<file path="src/rtl/fb_pkg.sv">
// Shared framebuffer definitions.
// The scan-out reader and the loader both import this package, so the RAM
// geometry and the loader state encoding are defined in one place.
package fb_pkg;

  localparam int FB_ADDR_WIDTH = 16;
  localparam int FB_DATA_WIDTH = 8;
  localparam int FB_PIXELS     = 65536;

  typedef enum logic [1:0] {
    IDLE = 2'd0,
    LOAD = 2'd1,
    DONE = 2'd2
  } fb_load_state_t;

endpackage

</file>
<file path="src/rtl/fb_checksum.sv">
// 16-bit running byte-sum accumulator, also used by the readback verifier.
// Ports:
//   clk, reset : clock and synchronous active-high reset
//   clear      : zero the sum; has priority over add_en
//   add_en     : add add_data to the sum this cycle
//   add_data   : value to add, zero-extended
//   sum        : accumulated sum, mod 2^16
module fb_checksum #(
  parameter int DATA_WIDTH = 8
) (
  input  logic                  clk,
  input  logic                  reset,
  input  logic                  clear,
  input  logic                  add_en,
  input  logic [DATA_WIDTH-1:0] add_data,
  output logic [15:0]           sum
);

  logic [15:0] sum_q;
  logic [15:0] sum_d;

  always_comb begin
    sum_d = sum_q;
    if (clear) begin
      sum_d = '0;
    end else if (add_en) begin
      sum_d = sum_q + 16'(add_data);
    end
  end

  always_ff @(posedge clk) begin
    if (reset) begin
      sum_q <= '0;
    end else begin
      sum_q <= sum_d;
    end
  end

  assign sum = sum_q;

endmodule

</file>
<file path="src/rtl/fb_loader.sv">
// Sequential framebuffer writer. Accepts bytes over a valid/ready handshake
// and writes them to the pixel RAM at consecutive addresses from 0, with a
// one-cycle registered write port.
//
// Handshake: a byte is transferred on a rising edge where in_valid and
// in_ready are both high. in_ready depends on state only, never on in_valid;
// in_data is don't-care while in_valid is low.
//
// Ports:
//   clk, reset          : clock and synchronous active-high reset
//   start               : begin a frame load (sampled only in IDLE)
//   in_valid/in_data    : byte source
//   in_ready            : high in LOAD
//   ram_address/data    : registered RAM write port, valid when ram_wren
//   ram_wren            : write strobe, one cycle per accepted byte
//   busy                : high in LOAD
//   done                : one-cycle pulse in DONE, coincides with last write
//   byte_count          : bytes accepted in current/last load
//   checksum            : sum of accepted bytes mod 2^16
//   dbg_state           : current FSM state
module fb_loader
  import fb_pkg::*;
#(
  parameter int ADDR_WIDTH  = FB_ADDR_WIDTH,
  parameter int DATA_WIDTH  = FB_DATA_WIDTH,
  parameter int IMAGE_BYTES = FB_PIXELS
) (
  input  logic                  clk,
  input  logic                  reset,
  input  logic                  start,
  input  logic                  in_valid,
  input  logic [DATA_WIDTH-1:0] in_data,
  output logic                  in_ready,
  output logic [ADDR_WIDTH-1:0] ram_address,
  output logic [DATA_WIDTH-1:0] ram_data,
  output logic                  ram_wren,
  output logic                  busy,
  output logic                  done,
  output logic [ADDR_WIDTH:0]   byte_count,
  output logic [15:0]           checksum,
  output fb_load_state_t        dbg_state
);

  // Count value held just before the final byte is accepted.
  localparam logic [ADDR_WIDTH:0]   LAST_COUNT = (ADDR_WIDTH+1)'(IMAGE_BYTES - 1);
  localparam logic [ADDR_WIDTH-1:0] PTR_ONE    = 1;
  localparam logic [ADDR_WIDTH:0]   CNT_ONE    = 1;

  fb_load_state_t        state_q, state_d;
  logic [ADDR_WIDTH-1:0] wr_ptr_q, wr_ptr_d;
  logic [ADDR_WIDTH:0]   byte_count_q, byte_count_d;
  logic [ADDR_WIDTH-1:0] ram_address_q, ram_address_d;
  logic [DATA_WIDTH-1:0] ram_data_q, ram_data_d;
  logic                  ram_wren_q, ram_wren_d;
  logic                  sum_clear;
  logic                  accept;

  assign accept = (state_q == LOAD) && in_valid;

  always_comb begin
    state_d       = state_q;
    wr_ptr_d      = wr_ptr_q;
    byte_count_d  = byte_count_q;
    ram_address_d = ram_address_q;
    ram_data_d    = ram_data_q;
    ram_wren_d    = 1'b0;
    sum_clear     = 1'b0;
    case (state_q)
      IDLE: begin
        if (start) begin
          state_d      = LOAD;
          wr_ptr_d     = '0;
          byte_count_d = '0;
          sum_clear    = 1'b1;
        end
      end
      LOAD: begin
        if (accept) begin
          ram_address_d = wr_ptr_q;
          ram_data_d    = in_data;
          ram_wren_d    = 1'b1;
          // Wraps to 0 on a full 2^ADDR_WIDTH frame; LOAD exits on that
          // same accept, so the wrapped pointer is never used.
          wr_ptr_d      = wr_ptr_q + PTR_ONE;
          byte_count_d  = byte_count_q + CNT_ONE;
          if (byte_count_q == LAST_COUNT) begin
            state_d = DONE;
          end
        end
      end
      DONE: begin
        // start is deliberately not sampled here.
        state_d = IDLE;
      end
      default: begin
        state_d = IDLE;
      end
    endcase
  end

  always_ff @(posedge clk) begin
    if (reset) begin
      state_q       <= IDLE;
      wr_ptr_q      <= '0;
      byte_count_q  <= '0;
      ram_address_q <= '0;
      ram_data_q    <= '0;
      ram_wren_q    <= 1'b0;
    end else begin
      state_q       <= state_d;
      wr_ptr_q      <= wr_ptr_d;
      byte_count_q  <= byte_count_d;
      ram_address_q <= ram_address_d;
      ram_data_q    <= ram_data_d;
      ram_wren_q    <= ram_wren_d;
    end
  end

  fb_checksum #(
    .DATA_WIDTH (DATA_WIDTH)
  ) u_checksum (
    .clk      (clk),
    .reset    (reset),
    .clear    (sum_clear),
    .add_en   (accept),
    .add_data (in_data),
    .sum      (checksum)
  );

  assign in_ready    = (state_q == LOAD);
  assign busy        = (state_q == LOAD);
  assign done        = (state_q == DONE);
  assign ram_address = ram_address_q;
  assign ram_data    = ram_data_q;
  assign ram_wren    = ram_wren_q;
  assign byte_count  = byte_count_q;
  assign dbg_state   = state_q;

endmodule

</file>
<file path="config.mk">
export PLATFORM = sky130hd
export DESIGN_NAME = fb_loader
export DESIGN_NICKNAME = d
export VERILOG_FILES = /design/src/rtl/fb_pkg.sv /design/src/rtl/fb_checksum.sv /design/src/rtl/fb_loader.sv
export SDC_FILE = /design/constraint.sdc
export NUM_CORES = 1
export LEC_CHECK = 0
export BUFFER_PORTS_ARGS = -buffer_cell sky130_fd_sc_hd__buf_4
export CORE_MARGIN = 2
export CORE_UTILIZATION = 25
export CTS_CLUSTER_SIZE = 40
export DETAILED_ROUTE_END_ITERATION = 7
export PLACE_DENSITY = 0.41
export SLEW_MARGIN = 20
export SYNTH_ARGS = -nofsm -noshare
export SYNTH_HDL_FRONTEND = slang
export SYNTH_SLANG_ARGS = --single-unit
</file>
<file path="constraint.sdc">
create_clock -name clk -period 2.6 [get_ports clk]
set_clock_uncertainty 0.1 [all_clocks]
set_input_delay 0.39 -clock clk [delete_from_list [all_inputs] [get_ports clk]]
set_output_delay 0.39 -clock clk [all_outputs]
set_load 0.005 [all_outputs]
</file>
==> results of run 1 <==
cells by family (layout without fill, tap and decap cells):
family / count (synthesis) / after routing / synth area share, %
compound gates: 72 / 72 / 12.31
xor+xnor: 35 / 35 / 9.004
fa+ha+maj: 12 / 12 / 4.631
buf+inv: 21 / 98 / 2.866
flops: 76 / 76 / 44.69
mux: 1 / 1 / 0.6615
simple gates: 173 / 173 / 25.84
worst paths after layout:
kind | to | slack, ns | cells after the start
worst max-delay path | u_checksum.sum[12] | 0.34 | 7
worst min-delay path | ram_data[3] | 0.22 | 3
worst max register to register | u_checksum.sum[12] | 0.34 | 7
worst min register to register | ram_address[10] | 0.36 | 2
worst max-delay path: stages (launching register included):
cell      delay, ns
dfxtp_1        0.33
ha_1           0.22
fa_1           0.43
a211oi_1       0.42
nor3_1         0.18
o211ai_1       0.23
xor2_1         0.17
nor2_1         0.05
layout by cell type, fill, tap and decap left out, drive strengths merged, types with 2 or more instances in the layout:
cell type / instances
nor3: 4
a21oi: 41
and2b: 2
dfxtp: 76
nor4: 5
nand3: 19
and4: 5
a21o: 4
nand2: 74
buf: 80
a211oi: 6
o21ai: 12
xor2: 24
o211ai: 4
and2: 2
inv: 4
and3: 4
or3: 4
or2: 2
ha: 11
clkbuf: 12
xnor2: 11
nand4: 7
nor2: 40
nand3b: 2
registers in the layout, summed over array words and instances (netlist names):
name	flops
ram_data	8
wr_ptr_q	16
byte_count	17
ram_address	16
ram_wren	1
u_checksum.sum	16
dbg_state	2
cell type report:
cell class,count,share of cell area [%]
multi-input combinational,293,40.37
tap,176,4.958
sequential,76,34.25
inverter,4,0.3380
timing repair buffer,80,13.52
clock buffer,12,5.775
clock inverter,2,0.7887
per-layer routing:
metal  vias to the layer above  GRT usage, %
met1                      1314         15.28
li1                       1483             -
met5                         -             0
met2                        53         18.15
met4                         0         5.814
met3                        12         3.632
where the power goes:
| part | leakage [uW] | switching, uW | internal, uW | total, uW |
|---|---|---|---|---|
| registers | 0.000614 | 14.3 | 1180 | 1190 |
| logic | 0.000962 | 106 | 72.4 | 178 |
| clock network | 0.000145 | 463 | 783 | 1250 |
| total | 0.00172 | 583 | 2030 | 2620 |
metrics by stage:
stage	power, uW	setup slack [ns]	cells	hold WS [ns]	utilization (%)
final	2618	0.3396	643	0.2164	33.41
after global routing	2728	0.1544	643	0.2179	33.41
after CTS	2672	0.3063	643	0.2031	33.41
after detailed placement	1402	0.1158	629	0.3483	31.22
after global placement	1401	0.1337	629	0.3443	31.22
after floorplan	1326	0.4867	390	0.3436	-
==> impl_summary.log, run 1 <==
[metrics] remaining design rule violation count: 0
[metrics] first-iteration detailed-routing DRC count: 112
[metrics] category of the worst setup path launch point: flip-flop
[metrics] share of Yosys cell area claimed by the top area cell type: 44.69%
[metrics] vertical die dimension: 120.7 microns
[metrics] met2 routed WL: 3832 microns
[metrics] cell count after synthesis: 390
[metrics] Total Die Area: 14,570 sq um
[metrics] most frequent cell after synthesis: dfxtp_1
[metrics] run status: finished clean
[metrics] global routing usage summed across all routing layers: 11.92%
[metrics] area occupied by multi-input gates: 1793 sq um
[metrics] met3 wire length: 430 microns
[metrics] Post-synth EDFFs: 0
[metrics] Max Fclk: 442.4 MHz
[metrics] Finished Cell Area: 4442 sq um
[metrics] overall die width: 120.7 microns
[metrics] Vias/cell: 4.451
[metrics] via count: 2,862
[metrics] Max Slew Vio Count: 0
[metrics] total count of hold-check failures in the final report: 0
[metrics] setup violation total in the final timing report: 0
[metrics] post-CTS setup repair buffer count: 0
[metrics] count of buffers inserted at the top-level ports: 74
[metrics] std cell rows: 42
[metrics] area overhead of the layout relative to synthesis: 30.47%
[metrics] slew at the pin closest to its max-slew limit: 0.5801 ns
[metrics] via count of the first global-routing pass: 2,703
[metrics] # nets final: 488
[metrics] CTS H-Tree Depth: 3
[metrics] maximum fanout along the worst path: 4
[metrics] post-detail-place hpwl: 5980 microns
[metrics] floorplan core area: 13,300 sq um
[metrics] Tmin final: 2.260 ns
[metrics] DR pass1 iterations: 4
[metrics] endpoint required time on the critical path: 2.70 ns
[metrics] Slew Limit Headroom: 61.23%
[metrics] Crit path arrival time: 2.36 ns
[metrics] layout cells sized above 1: 22.48%
[metrics] CP endpoint kind: flip-flop
[metrics] detailed-route wire length: 8468 microns
[metrics] first-pass GRT wire length: 13,620 microns
[metrics] Worst-path clk slew: 0.06 ns
[metrics] critical path class: flip-flop to flip-flop
[metrics] post-CTS resize count: 0
[metrics] Antenna Violating Nets Remaining: 0
[metrics] Post-synth top cells: dfxtp_1, nand2_1, a21oi_1
[metrics] Max Cap Viol: 0
[metrics] clock tree root driver cell: clkbuf_16
[metrics] Initial Utilization: 25.61%
[metrics] worst reg2reg path startpoint: u_checksum.sum[0]
[metrics] Leak Pwr: 0.001721 uW
[metrics] Syn. warnings: 0
[metrics] flip-flop cell with the highest count after synthesis: dfxtp_1
[metrics] share of the yosys chip area belonging to registers: 44.69%
[metrics] filler cell count: 1,426
[metrics] TritonCTS buffer count: 9
[metrics] start point of the critical path: u_checksum.sum[0]
[metrics] number of buffers on the longest clock path: 2
[metrics] Post-Syn Area: 3405 sq um
[metrics] FFs w/ async S/R, synth: 0%
[metrics] number of antenna violations at the first check in global routing: 0
[metrics] maximum number of pins on one net before global-route repair: 32
[metrics] Cell Area, Placed: 4150 sq um
[metrics] Sequential Area: 1521 sq um
[metrics] num ports: 75
[metrics] post-synthesis cell type count: 42
[metrics] wire length the detailed router placed on met1: 4045 microns
[metrics] weighted congestion at the end of routability-driven global placement: 0.7510
[metrics] average size of a mapped cell: 8.730 sq um
[metrics] Clk Latency, worst-skew pair: 0.33 ns
[metrics] flip-flop and latch count after synthesis: 76
[metrics] TritonCTS clock tree: yes
[metrics] worst vdd rail ir drop: 225.8 uV
[metrics] synthesized netlist net count: 414
[metrics] ratio of final minimum period to clock period: 86.94%
[metrics] total congestion overflow: 0
[metrics] Tightest Hold Check Type: input port to flip-flop
[metrics] number of hold-repair buffers added at the cts stage: 0
[metrics] Hold Startpoint: in_data[3]
[metrics] setup TNS: 0 ns
[metrics] Antenna Cells: 0
[metrics] unrepaired setup endpoints after global routing: false
[metrics] uppermost metal layer occupied by signal nets: met4
[metrics] top cells by area in the synthesized netlist: dfxtp_1, nand2_1, xor2_1, a21oi_1, nor2_1
[metrics] wire length per cell after detailed routing: 13.17 microns
[metrics] areal power density over the cells: 589.3 nW/um^2
[metrics] clock sink total: 76
[metrics] cell accounting for the most synthesized area: dfxtp_1
No activity file was read; power rests on OpenSTA's default activity.
==> run 2, diff against run 1 <==
--- a/config.mk
+++ b/config.mk
@@ -10,7 +10,7 @@
 export CORE_UTILIZATION = 25
 export CTS_CLUSTER_SIZE = 40
 export DETAILED_ROUTE_END_ITERATION = 7
-export PLACE_DENSITY = 0.41
+export PLACE_DENSITY = 0.42
 export SLEW_MARGIN = 20
 export SYNTH_ARGS = -nofsm -noshare
 export SYNTH_HDL_FRONTEND = slang
==> constraint.sdc (replaced) <==
create_clock -name clk -period 1.8 [get_ports clk]
set_clock_uncertainty 0.1 [all_clocks]
set_input_delay 0.27 -clock clk [delete_from_list [all_inputs] [get_ports clk]]
set_output_delay 0.27 -clock clk [all_outputs]
set_load 0.005 [all_outputs]
==> run 2 against run 1 <==
The flow now finishes with violations (setup timing). Via count up 7.5%. Hold slack worse by 0.11 ns. Clock power grew 37%. Largest power group is now sequential cells. Critical path type unchanged. Combinational power up 110%. Critical endpoint is now u_checksum.sum[10]. Utilization up 4.6 points. Flip-flop and latch count is the same.
==> impl_summary.log, run 2 (same netlist as run 1, synthesis figures left out) <==
[metrics] wire length per cell after detailed routing: 13.12 microns (-0.40%)
[metrics] Max Cap Viol: 0 (unchanged)
[metrics] layout cells sized above 1: 37.04% (+15 points)
[metrics] max reg flops: 17 (unchanged)
[metrics] TritonCTS clock tree: yes
[metrics] worst hold path depth: 3 (unchanged)
[metrics] TritonCTS buffer count: 9 (unchanged)
[metrics] Initial Utilization: 25.61% (unchanged)
[metrics] Tmin final: 1.903 ns (-0.3576 ns)
[metrics] CP max stage cell: fa_2
[metrics] first-iteration detailed-routing DRC count: 77 (-31%)
[metrics] std cell rows: 42 (unchanged)
[metrics] Worst path max stage delay: 0.37 ns (-0.06 ns)
[metrics] Leak Pwr: 0.002014 uW (+17%)
[metrics] clock tree root driver cell: clkbuf_16
[metrics] DR pass1 iterations: 4 (unchanged)
[metrics] weighted congestion at the end of routability-driven global placement: 0.7475 (-0.47%)
[metrics] violated checks: setup timing
[metrics] number of buffers and inverters on the critical path: 0 (unchanged)
[metrics] ratio of final minimum period to clock period: 105.7% (+19 points)
[metrics] total count of hold-check failures in the final report: 0 (unchanged)
[metrics] slew at the pin closest to its max-slew limit: 0.4420 ns (-0.1381 ns)
[metrics] Crit Reg-Reg Endpoint: u_checksum.sum[10]
[metrics] global routing usage summed across all routing layers: 12.97% (+1.1 points)
[metrics] Worst-path clk slew: 0.06 ns (about the same)
[metrics] delay-heaviest family, CP: adder cells
[metrics] Cell Area, Placed: 4518 sq um (+8.9%)
[metrics] filler cell count: 1,365 (-4.3%)
[metrics] unrepaired setup endpoints after global routing: true
[metrics] number of buffers on the longest clock path: 2 (unchanged)
[metrics] number of antenna violations at the first check in global routing: 0 (unchanged)
[metrics] clock sink total: 76 (unchanged)
[metrics] Slew Limit Headroom: 70.22% (+9.0 points)
[metrics] logic depth of the worst setup path including buffers: 7 (unchanged)
[metrics] Vias/cell: 4.413 (-0.85%)
[metrics] # nets final: 541 (+11%)
[metrics] end of the worst hold path: ram_data[4]
[metrics] floorplan core area: 13,300 sq um (unchanged)
[metrics] busiest grt layer: met2
[metrics] count of buffers inserted at the top-level ports: 74 (unchanged)
[metrics] worst reg2reg path startpoint: u_checksum.sum[0]
[metrics] detailed-route wire length: 9142 microns (+8.0%)
[metrics] via count of the first global-routing pass: 3,015 (+12%)
[metrics] met2 routing resource usage after global routing: 20.94% (+2.8 points)
[metrics] overall die width: 120.7 microns (unchanged)
[metrics] maximum fanout along the worst path: 4 (unchanged)
[metrics] run status: complete, but fails checks
[metrics] Total Die Area: 14,570 sq um (unchanged)
[metrics] area overhead of the layout relative to synthesis: 48.47%
[metrics] most frequent cells in the layout: buf_4, nand2_1, dfxtp_1
[metrics] CTS H-Tree Depth: 3 (unchanged)
[metrics] worst vdd rail ir drop: 364.1 uV (+61%)
[metrics] vertical die dimension: 120.7 microns (unchanged)
[metrics] num ports: 75 (unchanged)
[metrics] met3 global-route usage: 3.113% (-0.52 points)
[metrics] Antenna Violating Nets Remaining: 0 (unchanged)
[metrics] first-pass GRT wire length: 14,820 microns (+8.8%)
[metrics] via count: 3,076 (+7.5%)
[metrics] endpoint required time on the critical path: 1.92 ns (-0.78 ns)
[metrics] post-detail-place hpwl: 6504 microns (+8.8%)
[metrics] total power draw: 3808 uW (+45%)
[metrics] Sequential Area: 1536 sq um (+0.99%)
[metrics] Max Fclk: 525.6 MHz (+19%)
[metrics] most common cell after layout, fill and taps aside: buf_4
[metrics] Tightest Hold Check Type: input port to flip-flop
[metrics] CP endpoint kind: flip-flop
[metrics] setup violation total in the final timing report: 6 (+6)
[metrics] count of placed standard cells including taps: 672 (+6.8%)
[metrics] Hold Startpoint: in_data[4]
[metrics] Clk Latency, worst-skew pair: 0.34 ns (about the same)
[metrics] worst reg-to-reg setup slack: -0.10 ns (-0.44 ns)
[metrics] count of placed standard cells in the final layout, fillers left out: 697 (+8.4%)
[metrics] total congestion overflow: 0 (unchanged)
[metrics] category of the worst setup path launch point: flip-flop
[metrics] Finished Cell Area: 5055 sq um (+14%)
[metrics] critical path class: flip-flop to flip-flop
[metrics] Max Slew Vio Count: 0 (unchanged)
[metrics] worst path cell trace: ha_4 > fa_2 > a211oi_4 > nor3_2 > o2111ai_1 > xor2_1 > nor2_1
[metrics] remaining design rule violation count: 0 (unchanged)
[metrics] areal power density over the cells: 753.2 nW/um^2 (+28%)
[metrics] maximum number of pins on one net before global-route repair: 32 (unchanged)
[metrics] Worst Setup Slack, final: -0.1027 ns (-0.4424 ns)
[metrics] Crit path arrival time: 2.02 ns (-0.34 ns)
[metrics] area occupied by multi-input gates: 1994 sq um (+11%)
[metrics] Antenna Cells: 0 (unchanged)
[metrics] met1 track utilization from global routing: 16.43% (+1.1 points)
[metrics] worst reg-to-reg path cell count: 7 (unchanged)
## run 2: final cells by class
class                      instances  area share [%]
clock buffer                      11           5.025
clock inverter                     4          0.4703
inverter                           4          0.2970
multi-input combinational        293           39.46
sequential                        76           30.40
tap                              176           4.356
timing repair buffer             133           20.00
## run 2: how the worst max path moves through the flow
stage                           start  slack, ns                  to
global route        u_checksum.sum[0]      -0.19  u_checksum.sum[14]
finish              u_checksum.sum[0]      -0.10  u_checksum.sum[10]
global placement           in_data[0]      -0.19  u_checksum.sum[10]
floorplan               byte_count[6]      -0.03      byte_count[16]
CTS                 u_checksum.sum[0]      -0.11  u_checksum.sum[10]
detailed placement         in_data[0]      -0.21  u_checksum.sum[10]
## run 2: layer usage
| metal | vias to the layer above | wire (microns) |
|---|---|---|
| li1 | 1596 | - |
| met1 | 1416 | 4336 |
| met2 | 52 | 4249 |
| met3 | 12 | 390 |
| met4 | 0 | 165 |
| met5 | - | 0 |
## run 2: where the power goes
part	internal [uW]	switching [uW]
Sequential	1700	16.3
Clock	1010	709
Combinational	186	190
## run 2: timing repair
item	4_1_cts	5_1_grt
hold buffers	0	0
pin swaps	8	21
cloned	0	0
hold endpoints to repair	0	0
resized for setup	12	21
buffers inserted	3	9
endpoints found under the setup margin	14	24
## run 2: tightest hold or removal path: stages
cell     delay, ns
buf_4         0.12
nand2_1       0.05
a21oi_1       0.05
## run 2: through the flow
step                utilization [%]  hold WS, ns   TNS, ns  worst slack (ns)
floorplan                         -       0.3060  -0.04603          -0.02551
global placement              33.98       0.3423    -1.653           -0.1891
detailed placement            33.98       0.3497    -1.829           -0.2072
CTS                           36.78      0.08394   -0.5141           -0.1098
global route                  38.02       0.1049   -0.8628           -0.1942
finish                        38.02       0.1038   -0.3743           -0.1027
